$ cat config.mk
export PLATFORM = sky130hd
export DESIGN_NAME = decode_stage
export DESIGN_NICKNAME = d
export VERILOG_FILES = /design/src/rtl/riscv_defs_pkg.sv /design/src/rtl/decode_fields.sv /design/src/rtl/decode_stage.sv
export SDC_FILE = /design/constraint.sdc
export NUM_CORES = 1
export LEC_CHECK = 0
export CELL_PAD_IN_SITES_DETAIL_PLACEMENT = 0
export CELL_PAD_IN_SITES_GLOBAL_PLACEMENT = 1
export CORE_MARGIN = 4
export CORE_UTILIZATION = 35
export DETAILED_ROUTE_END_ITERATION = 8
export PLACE_DENSITY_LB_ADDON = 0.1
export SETUP_SLACK_MARGIN = 0.02
export SYNTH_ARGS = -nofsm -noshare
export SYNTH_HDL_FRONTEND = slang
export SYNTH_HIERARCHICAL = 1
export SYNTH_SLANG_ARGS = --single-unit
$ cat constraint.sdc
create_clock -name clock -period 3.5 [get_ports clock]
set_clock_uncertainty 0.1 [all_clocks]
set_input_delay 0.35 -clock clock [delete_from_list [all_inputs] [get_ports clock]]
set_output_delay 0.35 -clock clock [all_outputs]
set_load 0.03 [all_outputs]
$ cat src/rtl/riscv_defs_pkg.sv
// rtl/riscv_defs_pkg.sv - RISC-V opcode constants, format type codes and default XLEN
package riscv_defs;

  localparam int XLEN_DEFAULT = 32;

  localparam logic [6:0] OP_R     = 7'b0110011;
  localparam logic [6:0] OP_I     = 7'b0010011;
  localparam logic [6:0] OP_L     = 7'b0000011;
  localparam logic [6:0] OP_S     = 7'b0100011;
  localparam logic [6:0] OP_B     = 7'b1100011;
  localparam logic [6:0] OP_JAL   = 7'b1101111;
  localparam logic [6:0] OP_JALR  = 7'b1100111;
  localparam logic [6:0] OP_LUI   = 7'b0110111;
  localparam logic [6:0] OP_AUIPC = 7'b0010111;

  typedef enum logic [2:0] {
    TYPE_R   = 3'd0,
    TYPE_I   = 3'd1,
    TYPE_S   = 3'd2,
    TYPE_L   = 3'd3,
    TYPE_B   = 3'd4,
    TYPE_J   = 3'd5,
    TYPE_U   = 3'd6,
    TYPE_INV = 3'd7
  } instr_type_e;

endpackage

$ cat src/rtl/decode_fields.sv
// rtl/decode_fields.sv - combinational RV32I/RV64I field split, format class and immediate
module decode_fields
  import riscv_defs::*;
#(
  parameter int XLEN = XLEN_DEFAULT
) (
  input  logic [31:0]     instr_i,
  output logic [6:0]      opcode_o,
  output logic [2:0]      funct3_o,
  output logic [6:0]      funct7_o,
  output logic [4:0]      rs1_o,
  output logic [4:0]      rs2_o,
  output logic [4:0]      rd_o,
  output logic            rs1_en_o,
  output logic            rs2_en_o,
  output logic            rd_en_o,
  output logic [XLEN-1:0] imm_o,
  output logic [2:0]      type_o,
  output logic            illegal_o
);

  instr_type_e typ;
  logic        rd_use;
  logic [31:0] imm32;

  always_comb begin
    typ       = TYPE_INV;
    illegal_o = 1'b0;
    rs1_en_o  = 1'b0;
    rs2_en_o  = 1'b0;
    rd_use    = 1'b0;
    imm32     = '0;
    case (instr_i[6:0])
      OP_R: begin
        typ = TYPE_R; rs1_en_o = 1'b1; rs2_en_o = 1'b1; rd_use = 1'b1;
      end
      OP_I, OP_L: begin
        typ = (instr_i[6:0] == OP_I) ? TYPE_I : TYPE_L;
        rs1_en_o = 1'b1; rd_use = 1'b1;
        imm32 = {{20{instr_i[31]}}, instr_i[31:20]};
      end
      OP_S: begin
        typ = TYPE_S; rs1_en_o = 1'b1; rs2_en_o = 1'b1;
        imm32 = {{20{instr_i[31]}}, instr_i[31:25], instr_i[11:7]};
      end
      OP_B: begin
        typ = TYPE_B; rs1_en_o = 1'b1; rs2_en_o = 1'b1;
        imm32 = {{19{instr_i[31]}}, instr_i[31], instr_i[7], instr_i[30:25], instr_i[11:8], 1'b0};
      end
      OP_JAL: begin
        typ = TYPE_J; rd_use = 1'b1;
        imm32 = {{11{instr_i[31]}}, instr_i[31], instr_i[19:12], instr_i[20], instr_i[30:21], 1'b0};
      end
      OP_JALR: begin
        typ = TYPE_J; rs1_en_o = 1'b1; rd_use = 1'b1;
        imm32 = {{20{instr_i[31]}}, instr_i[31:20]};
      end
      OP_LUI, OP_AUIPC: begin
        typ = TYPE_U; rd_use = 1'b1;
        imm32 = {instr_i[31:12], 12'b0};
      end
      default: illegal_o = 1'b1;
    endcase
  end

  // Writes to x0 are architecturally discarded, so no writeback is requested.
  assign rd_en_o  = rd_use && (instr_i[11:7] != 5'd0);
  assign opcode_o = instr_i[6:0];
  assign funct3_o = instr_i[14:12];
  assign funct7_o = instr_i[31:25];
  assign rs1_o    = rs1_en_o ? instr_i[19:15] : 5'd0;
  assign rs2_o    = rs2_en_o ? instr_i[24:20] : 5'd0;
  assign rd_o     = rd_en_o ? instr_i[11:7] : 5'd0;
  assign imm_o    = XLEN'($signed(imm32));
  assign type_o   = typ;

endmodule

$ cat src/rtl/decode_stage.sv
// rtl/decode_stage.sv - registered decode stage with handshake, flush and counters; DECODE_SKID_EN adds a skid entry
module decode_stage
  import riscv_defs::*;
#(
  parameter int XLEN  = XLEN_DEFAULT,
  parameter int CNT_W = 16
) (
  input  logic             clock,
  input  logic             reset_n,
  input  logic             flush,
  input  logic             in_valid,
  output logic             in_ready,
  input  logic [31:0]      in_instr,
  input  logic [XLEN-1:0]  in_pc,
  output logic             out_valid,
  input  logic             out_ready,
  output logic [XLEN-1:0]  out_pc,
  output logic [6:0]       out_opcode,
  output logic [2:0]       out_funct3,
  output logic [6:0]       out_funct7,
  output logic [4:0]       out_rs1,
  output logic [4:0]       out_rs2,
  output logic [4:0]       out_rd,
  output logic             out_rs1_en,
  output logic             out_rs2_en,
  output logic             out_rd_en,
  output logic [XLEN-1:0]  out_imm,
  output logic [2:0]       out_type,
  output logic             out_illegal,
  output logic [CNT_W-1:0] cnt_accepted,
  output logic [CNT_W-1:0] cnt_illegal
);

  typedef struct packed {
    logic [XLEN-1:0] pc;
    logic [6:0]      opcode;
    logic [2:0]      funct3;
    logic [6:0]      funct7;
    logic [4:0]      rs1;
    logic [4:0]      rs2;
    logic [4:0]      rd;
    logic            rs1_en;
    logic            rs2_en;
    logic            rd_en;
    logic [XLEN-1:0] imm;
    logic [2:0]      typ;
    logic            illegal;
  } entry_t;

  logic [6:0]      f_opcode, f_funct7;
  logic [2:0]      f_funct3, f_type;
  logic [4:0]      f_rs1, f_rs2, f_rd;
  logic            f_rs1_en, f_rs2_en, f_rd_en, f_illegal;
  logic [XLEN-1:0] f_imm;

  decode_fields #(.XLEN(XLEN)) u_fields (
    .instr_i   (in_instr),
    .opcode_o  (f_opcode),
    .funct3_o  (f_funct3),
    .funct7_o  (f_funct7),
    .rs1_o     (f_rs1),
    .rs2_o     (f_rs2),
    .rd_o      (f_rd),
    .rs1_en_o  (f_rs1_en),
    .rs2_en_o  (f_rs2_en),
    .rd_en_o   (f_rd_en),
    .imm_o     (f_imm),
    .type_o    (f_type),
    .illegal_o (f_illegal)
  );

  entry_t dec, out_q, out_d;
  logic   out_valid_q, out_valid_d, in_fire;
  logic [CNT_W-1:0] cnt_acc_q, cnt_acc_d, cnt_ill_q, cnt_ill_d;

  always_comb begin
    dec = '{pc: in_pc, opcode: f_opcode, funct3: f_funct3, funct7: f_funct7,
            rs1: f_rs1, rs2: f_rs2, rd: f_rd, rs1_en: f_rs1_en, rs2_en: f_rs2_en,
            rd_en: f_rd_en, imm: f_imm, typ: f_type, illegal: f_illegal};
  end

  // A flushed cycle never accepts, so nothing dropped by flush reaches the counters.
  assign in_fire = in_valid && in_ready && !flush;

`ifdef DECODE_SKID_EN
  entry_t skid_q, skid_d;
  logic   skid_valid_q, skid_valid_d, in_ready_q;

  assign in_ready = in_ready_q;

  always_comb begin
    out_d        = out_q;
    out_valid_d  = out_valid_q;
    skid_d       = skid_q;
    skid_valid_d = skid_valid_q;
    if (flush) begin
      out_valid_d  = 1'b0;
      skid_valid_d = 1'b0;
    end else if (!out_valid_q || out_ready) begin
      if (skid_valid_q) begin
        out_d        = skid_q;
        out_valid_d  = 1'b1;
        skid_valid_d = 1'b0;
      end else if (in_fire) begin
        out_d       = dec;
        out_valid_d = 1'b1;
      end else begin
        out_valid_d = 1'b0;
      end
    end else if (in_fire) begin
      skid_d       = dec;
      skid_valid_d = 1'b1;
    end
  end

  always_ff @(posedge clock) begin
    if (!reset_n) begin
      skid_q       <= '0;
      skid_valid_q <= 1'b0;
      in_ready_q   <= 1'b1;
    end else begin
      skid_q       <= skid_d;
      skid_valid_q <= skid_valid_d;
      in_ready_q   <= !skid_valid_d;
    end
  end
`else
  assign in_ready = !out_valid_q || out_ready;

  always_comb begin
    out_d       = out_q;
    out_valid_d = out_valid_q;
    if (flush) begin
      out_valid_d = 1'b0;
    end else if (in_fire) begin
      out_d       = dec;
      out_valid_d = 1'b1;
    end else if (out_valid_q && out_ready) begin
      out_valid_d = 1'b0;
    end
  end
`endif

  always_comb begin
    cnt_acc_d = cnt_acc_q;
    cnt_ill_d = cnt_ill_q;
    if (in_fire && cnt_acc_q != '1) cnt_acc_d = cnt_acc_q + CNT_W'(1);
    if (in_fire && dec.illegal && cnt_ill_q != '1) cnt_ill_d = cnt_ill_q + CNT_W'(1);
  end

  always_ff @(posedge clock) begin
    if (!reset_n) begin
      out_q       <= '0;
      out_q.typ   <= TYPE_INV;
      out_valid_q <= 1'b0;
      cnt_acc_q   <= '0;
      cnt_ill_q   <= '0;
    end else begin
      out_q       <= out_d;
      out_valid_q <= out_valid_d;
      cnt_acc_q   <= cnt_acc_d;
      cnt_ill_q   <= cnt_ill_d;
    end
  end

  assign out_valid    = out_valid_q;
  assign out_pc       = out_q.pc;
  assign out_opcode   = out_q.opcode;
  assign out_funct3   = out_q.funct3;
  assign out_funct7   = out_q.funct7;
  assign out_rs1      = out_q.rs1;
  assign out_rs2      = out_q.rs2;
  assign out_rd       = out_q.rd;
  assign out_rs1_en   = out_q.rs1_en;
  assign out_rs2_en   = out_q.rs2_en;
  assign out_rd_en    = out_q.rd_en;
  assign out_imm      = out_q.imm;
  assign out_type     = out_q.typ;
  assign out_illegal  = out_q.illegal;
  assign cnt_accepted = cnt_acc_q;
  assign cnt_illegal  = cnt_ill_q;

endmodule

; Word-level counts from Yosys, hierarchy flattened
; Index checks and enable logic that the tools add are counted.
[totals]
rom_bits = 0
memories = 0
inputBits = 69
wordCells = 65
out_inout_bits = 137
register_bits = 136
latch_bits = 0
ram_bits = 0
[op_classes]
shifts = 0
mux = 12
eq_ne = 11
reduce_logical = 22
n_mul = 0
div_mod_pow = 0
addsub = 2
n_lt_le_gt_ge = 0
n_bitwise = 2
[op_table]
columns = operator, n
row1 = $pmux W32 S5, 1
row2 = $add A16 B1 Y16 const B, 2
row3 = $ne A16 B16 Y1 const B, 2
row4 = $eq A7 B6 Y1 const B, 3
row5 = $eq A7 B7 Y1 const B, 3
row6 = $pmux W3 S6, 1
row7 = $mux W5, 3
row8 = $eq A7 B5 Y1 const B, 2
row9 = $reduce_or A9 Y1, 1
row10 = $reduce_or A2 Y1, 4
row11 = $eq A7 B2 Y1 const B, 1
row12 = $logic_and A1 B1 Y1, 7
row13 = $reduce_or A7 Y1, 1
row14 = $mux W1, 6
row15 = $reduce_or A3 Y1, 2
row16 = $reduce_or A6 Y1, 1
row17 = $reduce_bool A5 Y1, 1
row18 = $logic_not A1 Y1, 2
row19 = $mux W2, 1
row20 = $not A1 Y1, 2
row21 = $reduce_and A2 Y1, 1
row22 = $reduce_bool A2 Y1, 1
row23 = $logic_or A1 B1 Y1, 1

; Longest topological paths before layout
; Gate-level depths: netlist of the first run.
[logic_depth]
depth_word = 6
mapped_depth = 9
mapped_depth_nobuf = 7

; Hierarchy
; The synthesis of the first run kept the hierarchy.
[by_module_without_submodules]
columns = module, area_per_inst_um2, n_inst, cells_each, seq_area_each_um2
row1 = decode_stage, 5220.0, 1, 653, 2722.6
row2 = decode_fields, 817.0, 1, 120, 0.0

; Worst setup path after synthesis of the first run
; No wires, ideal clock.
[synth_path]
path_type = input-to-reg
startpoint = in in_instr[4]
endpoint = reg cnt_ill_q[11] (netlist: cnt_illegal[11])
setup_slack_ns = 1.263
cell_stages = 9
path_buffers = 2
arrival_ns = 2.066
path_cell_list = buf_2 -> and3b_1 -> buf_4 -> nand2_1 -> a21o_1 -> and4_1 -> nand4_1 -> or4_1 -> a21oi_1
[synth_between]
elab_chain_cells = 5
word_cells_on_any_way = 13
cone_classes = eq/ne: 9 / mux: 1 / reduce/logical: 3
[synth_rtl]
columns = element, line_no
row1 = from (decl), decode_stage.sv:13  ; input logic [31:0] in_instr,
row2 = $eq A7 B6 Y1 (tied with other cells), decode_fields.sv:33  ; case (instr_i[6:0])
row3 = $reduce_or A9 Y1 (no line) (*), -
row4 = $mux W1 (*), decode_fields.sv:33
row5 = named net f_illegal, decode_stage.sv:53  ; logic f_rs1_en, f_rs2_en, f_rd_en, f_illegal;
row6 = $logic_and A1 B1 Y1 (*) (2 in series), decode_stage.sv:148  ; if (in_fire && dec.illegal && cnt_ill_q != '1) cnt_ill_d = cnt_ill_q + CNT_W'(1);
row7 = to (signal assigned), decode_stage.sv:162  ; cnt_ill_q <= cnt_ill_d;
row8 = to (decl), decode_stage.sv:74  ; logic [CNT_W-1:0] cnt_acc_q, cnt_acc_d, cnt_ill_q, cnt_ill_d;
; Mark *: on every way through the listed nets, which the timed path passes. The rest lies on a longest branch.
; A chain may end at the register's enable or synchronous reset.

; Worst setup path after layout of the first run
; Ends and elaborated chain as after synthesis.

==> results of run 1 <==
## metal layers
metal | up-vias | GRT usage [%]
li1 | 2975 | -
met1 | 2846 | 24.6
met2 | 202 | 31.5
met3 | 27 | 4.94
met4 | 0 | 7.16
met5 | - | 0
## Yosys cell counts (9+ instances only)
| library cell | n | area (um^2) |
|---|---|---|
| o21ai_0 | 9 | 45.0 |
| nand3_1 | 18 | 90.1 |
| o31ai_1 | 13 | 97.6 |
| clkbuf_1 | 34 | 128 |
| buf_4 | 19 | 143 |
| or4_1 | 13 | 97.6 |
| nor2_1 | 10 | 37.5 |
| and3_1 | 12 | 75.1 |
| nand4_1 | 14 | 87.6 |
| buf_2 | 10 | 50.1 |
| a21o_1 | 22 | 165 |
| dfxtp_1 | 136 | 2720 |
| and2_1 | 17 | 106 |
| nand2_1 | 228 | 856 |
| nor3_1 | 11 | 55.1 |
| a21oi_1 | 123 | 616 |
## cells by family (layout without fill, tap and decap cells)
family,after synthesis,after routing,synth area share [%]
AO/OA/AOI/OAI,187,187,18.0
adder cells (fa/ha/maj),2,2,0.414
buffers and inverters,76,253,6.51
flip-flops,136,136,45.1
multiplexers,6,6,0.995
AND/OR/NAND/NOR,366,366,29.0
## power by group
group          total [mW]  switching [mW]  internal, mW  leakage (nW)
logic               0.410           0.236         0.174          1.72
clock network        1.88           0.673          1.21         0.299
registers            1.60          0.0199          1.58          1.10
total                3.89           0.929          2.96          3.13
## stage by stage
stage	util, %	setup slack (ns)
after floorplan	-	1.26
after global placement	48.5	0.495
after detailed placement	48.5	0.434
after CTS	52.1	0.854
after global routing	52.1	0.615
final	52.1	0.830
## final cells by class
cell class / instances / area, um^2
Inverter: 9 / 36.3
Sequential cell: 136 / 2720
Clock inverter: 12 / 176
Tap cell: 220 / 275
Clock buffer: 19 / 443
Multi-Input combinational cell: 561 / 2940
Timing Repair Buffer: 213 / 2150
Fill cell: 1616 / 8020
## state kept, by name, summed over array words and instances, names as in the netlist, 3 cells and up
signal and count:
out_rd 5, out_rs2 5, out_funct3 3, out_opcode 7, cnt_accepted 16, out_type 3, out_funct7 7, out_imm 32
out_pc 32, cnt_illegal 16, out_rs1 5
## worst reg2reg max path: stages (launching register included)
cell and delay [ns]:
dfxtp_1 0.41, ha_1 0.23, nand4_1 0.31, nor4_2 0.92
or3b_2 0.25, a21oi_1 0.05
## final timing paths
check                           slack, ns               to  cells past startpoint
worst min-delay path                 0.35    out_funct3[0]                      2
worst min register to register       0.35    out_funct3[0]                      2
worst max register to register       1.07   cnt_illegal[1]                      5
worst max-delay path                 0.83  cnt_illegal[11]                      8
==> metrics.md, run 1 <==
| Metric | Value |
|---|---|
| Placed Cells incl. Taps | 1139 |
| GRT Util Overall | 19.3% |
| Flops & latches, synth | 136 |
| Relative slew slack | 37.2% |
| Worst-margin pin slew | 0.935 ns |
| Most common cell after layout, fill and taps aside | nand2_1 |
| Fin crit period | 2.67 ns |
| Critical R2R Launch | cnt_illegal[0] |
| Final setup vio count | 0 |
| Number of setup buffers added after CTS | 0 |
| DR WL met3 | 1320 um |
| Post-DP HPWL | 13500 um |
| Synth async-reset ratio | 0% |
| Leak Pwr | 3.13 nW |
| Area after DPL | 8120 um^2 |
| Cell area power density | 446 nW/um^2 |
| DR top layer | met4 |
| Initial DRT Pass Iterations | 5 |
| Total wire length | 18900 um |
| Synth warnings | 6 |
| NumNets Final | 1009 |
| Core outline area | 16800 um^2 |
| First-pass GRT wire length | 30700 um |
| Post-Syn Nets | 844 |
| Layout cells sized above 1 | 5.68% |
| RSZ-0062 raised after global routing | false |
| Worst setup SP type | primary input |
| Critical Path Source | in_instr[4] |
| Number of global-route vias before repair | 5727 |
| TNS Setup | 0 ns |
| Initial cell density of the core | 36.0% |
| Die Wd | 139 um |
| Initial antenna violation count | 0 |
| WL met1 | 8120 um |
| Clk slew on worst S/H paths | 0.06 ns |
| CP top delay family | simple AND/OR/NAND/NOR gates |
| Hold Path Origin | out_funct3[0] |
| Main synth FF type | dfxtp_1 |
| Hold buffers post-CTS | 0 |
| Max cap viols | 0 |
| Full die area | 19400 um^2 |
| Commonest non-fill, non-tap cells in the layout | nand2_1 (227), clkdlybuf4s50_1 (205), dfxtp_1 (136), a21oi_1 (123), a21o_1 (22) |
| Layout area overhead | 44.8% |
| VDD IR-drop max | 0.000369 V |
| GRT overflow | 0 |
| Final period utilization | 76.3% |
| DR DRC count | 0 |
| Non-Filler Instances | 1170 |
| Number of gates resized after CTS | 0 |
| Arr. time, crit path | 2.90 ns |
| Initial drt markers | 347 |
| Height of the die | 139 um |
| GP Congestion | 0.875 |
| Rows | 47 |
| CTS tree | done |
| WL/cell | 16.2 um |
| F_max | 375 MHz |
| Largest net degree at the start of global routing | 81 |
| Skew-Pair Late Insertion Delay | 0.40 ns |
| ANT cells | 0 |
| Critical path data required time | 3.73 ns |
| Worst Hold Slack | 0.352 ns |
| Power Total | 3.89 mW |
| Critical path's slowest cell | clkdlybuf4s50_1 |
| Post-route ant nets | 0 |
| Max stage delay on crit path | 0.70 ns |
| Fin. Hold Viols | 0 |
| I/O Pins | 206 |
| Hold WC Path Type | flip-flop to flip-flop |
| Via count | 6050 |
| Outcome | complete, no violations |
| Vias per cell | 5.17 |
| Worst path bufs/invs | 1 |
| Worst-path maximum fanout | 10 |
| Netlist Area Pre-Place | 6040 um^2 |
| Port-buffer cells | 205 |
| Clk buf depth | 2 |
| CTS root buf | clkbuf_16 |
| Post-synthesis area per instance | 7.81 um^2 |
| Setup CP Type | primary input to flip-flop |
| Clock Sinks | 136 |
| CP cell instances | clkdlybuf4s50_1, and3b_1, nand2_1, a21o_1, and4_1, nand4_1, or4_1, a21oi_1 |
| CP Capture Type | flip-flop |
| Sequential area share after synthesis | 45.1% |
| Final Cell Area | 8740 um^2 |
| Number of synthesized flops with an enable pin | 0 |
| Slew Limit Fails | 0 |
| Unique cell type count in the Yosys netlist | 55 |
| Routed length on met2 | 9020 um |
| Post-Syn Instances | 773 |
| H-tree lvl count | 4 |
| Num CTS Buffers | 17 |
Note: power is estimated with default switching activity, not from simulation.
==> run 2: changes to the inputs <==
CORE_UTILIZATION = 29   (was 35)
clock period = 2.15 ns   (was 3.5 ns; I/O delays follow)
==> metrics.md, run 2 (same netlist as run 1, synthesis figures left out) <==
| Metric | Value |
|---|---|
| Max cap viols | 0 |
| Non-Filler Instances | 1277 |
| R2r setup slk | 0.23 ns |
| Combinational group share of total power | 11.6% |
| Layout cells sized above 1 | 11.1% |
| CTS tree | done |
| Clock share of power | 47.6% |
| Post-route ant nets | 0 |
| Port-buffer cells | 205 |
| First-pass GRT wire length | 33300 um |
| Critical path's slowest cell | clkdlybuf4s50_1 |
| GRT overflow | 0 |
| Die Wd | 152 um |
| Worst path bufs/invs | 2 |
| Core outline area | 20400 um^2 |
| Clk buf depth | 2 |
| Initial cell density of the core | 29.6% |
| Worst-margin pin slew | 0.417 ns |
| Total wire length | 20700 um |
| Final worst setup slack | 0.169 ns |
| Number of global-route vias before repair | 5908 |
| Setup CP Type | primary input to flip-flop |
| Largest net degree at the start of global routing | 58 |
| VDD IR-drop max | 0.000501 V |
| Layout area overhead | 54.4% |
| Height of the die | 152 um |
| Final period utilization | 92.2% |
| GP Congestion | 0.776 |
| I/O Pins | 206 |
| Vias per cell | 4.78 |
| Relative slew slack | 72.1% |
| Commonest non-fill, non-tap cells in the layout | nand2_1 (227), clkdlybuf4s50_1 (200), dfxtp_1 (136), a21oi_1 (123), buf_4 (55) |
| F_max | 505 MHz |
| Critical path data required time | 2.40 ns |
| Hold Path Origin | in_instr[2] |
| Via count | 6101 |
| Critical Path Source | in_instr[5] |
| Final Cell Area | 9320 um^2 |
| Arr. time, crit path | 2.23 ns |
| TNS Setup | 0 ns |
| Hold Crit Depth | 3 |
| Outcome | complete, no violations |
| Reg2reg path depth | 5 |
| CP top delay family | simple AND/OR/NAND/NOR gates |
| ANT cells | 0 |
| Clock Sinks | 136 |
| Sw frac | 24.6% |
| DR DRC count | 0 |
| Slew Limit Fails | 0 |
| RSZ-0062 raised after global routing | false |
| Leak Pwr | 3.45 nW |
| Area after DPL | 8700 um^2 |
| Initial DRT Pass Iterations | 4 |
| Hold buffers post-CTS | 0 |
| Cell area power density | 687 nW/um^2 |
| Power Total | 6.40 mW |
| Fillcell total | 2055 |
| Worst Hold Slack | 0.0477 ns |
| Initial drt markers | 285 |
| Number of setup buffers added after CTS | 0 |
| Clk slew on worst S/H paths | 0.06 ns |
| Full die area | 23200 um^2 |
| Hold WC Path Type | primary input to flip-flop |
| Register share of total power | 40.7% |
| Placed Cells incl. Taps | 1246 |
| Most common cell after layout, fill and taps aside | nand2_1 |
| Post-DP HPWL | 15000 um |
| CTS root buf | clkbuf_16 |
| Rows | 52 |
| Fin. Hold Viols | 0 |
| NumNets Final | 1066 |
| Final setup vio count | 0 |
| H-tree lvl count | 4 |
| Worst setup SP type | primary input |
| Worst-path maximum fanout | 6 |
| WL/cell | 16.2 um |
| Final core occ | 45.8% |
| R2R Path End | cnt_accepted[14] |
| Hold Path End | out_opcode[2] |
| CP cell instances | clkdlybuf4s50_1, and3b_1, nand2_1, a21o_1, and4_1, nand4_1, buf_4, or4_1, a21oi_1 |
| CP Capture Type | flip-flop |
| Fin crit period | 1.98 ns |
| Switch Pwr | 1.58 mW |
| Max stage delay on crit path | 0.44 ns |
| Critical R2R Launch | cnt_accepted[1] |
| Num CTS Buffers | 17 |
| Skew-Pair Late Insertion Delay | 0.41 ns |
| GRT Util Overall | 17.7% |
| Internal power consumption | 4.83 mW |
| Initial antenna violation count | 0 |
| Post-Place Setup Slack | -0.370 ns |
## run 2: final cells by class
cell class | count | area, um^2 | area share [%]
Inverter | 9 | 36.3 | 0.389
Clock inverter | 11 | 146 | 1.57
Clock buffer | 20 | 467 | 5.01
Sequential cell | 136 | 2720 | 29.2
Timing Repair Buffer | 270 | 2670 | 28.7
Multi-Input combinational cell | 561 | 2940 | 31.5
Tap cell | 270 | 338 | 3.62
## run 2: how the worst max path moves through the flow
| stage | to | slack [ns] | cells past startpoint |
|---|---|---|---|
| after global placement | cnt_illegal[9] | -0.35 | 9 |
| after CTS | cnt_illegal[9] | 0.07 | 9 |
| after floorplan | cnt_illegal[11] | 0.05 | 9 |
| after detailed placement | cnt_illegal[9] | -0.37 | 9 |
| final | cnt_illegal[9] | 0.17 | 9 |
| after global routing | cnt_illegal[13] | 0.05 | 9 |
## run 2: layer usage
| layer | part of all wire [%] | global-route usage (%) | vias to the layer above |
|---|---|---|---|
| met2 | 49 | 29.1 | 142 |
| li1 | - | - | 3086 |
| met1 | 45 | 22.8 | 2861 |
| met3 | 5.7 | 5.48 | 12 |
| met5 | 0 | 0 | - |
| met4 | 0.70 | 3.85 | 0 |
## run 2: power groups by stage
stage	sequential, mW	clock, mW	combinational, mW
final	2.61	3.05	0.745
after global routing	2.61	3.27	0.805
after CTS	2.61	3.15	0.759
after detailed placement	2.66	0	0.757
after global placement	2.66	0	0.757
after floorplan	2.77	0	0.246
## run 2: timing repair
| item | 4_1_cts | 5_1_grt |
|---|---|---|
| pin swaps | 0 | 1 |
| resized for setup | 1 | 4 |
| setup endpoints to repair | 1 | 6 |
## run 2: worst register-to-register path, cell delays in order, from the launching register on
cell and delay [ns]:
dfxtp_1 0.42, ha_1 0.26, nand4_1 0.17, or3_1 0.43, or3_1 0.34, a21oi_1 0.14
==> run 3: changes to the inputs <==
CTS_BUF_LIST = sky130_fd_sc_hd__clkbuf_8 sky130_fd_sc_hd__clkbuf_16   (was unset)
==> results of run 3 <==
The final DEF is identical to that of run 2; final timing and power are the same.
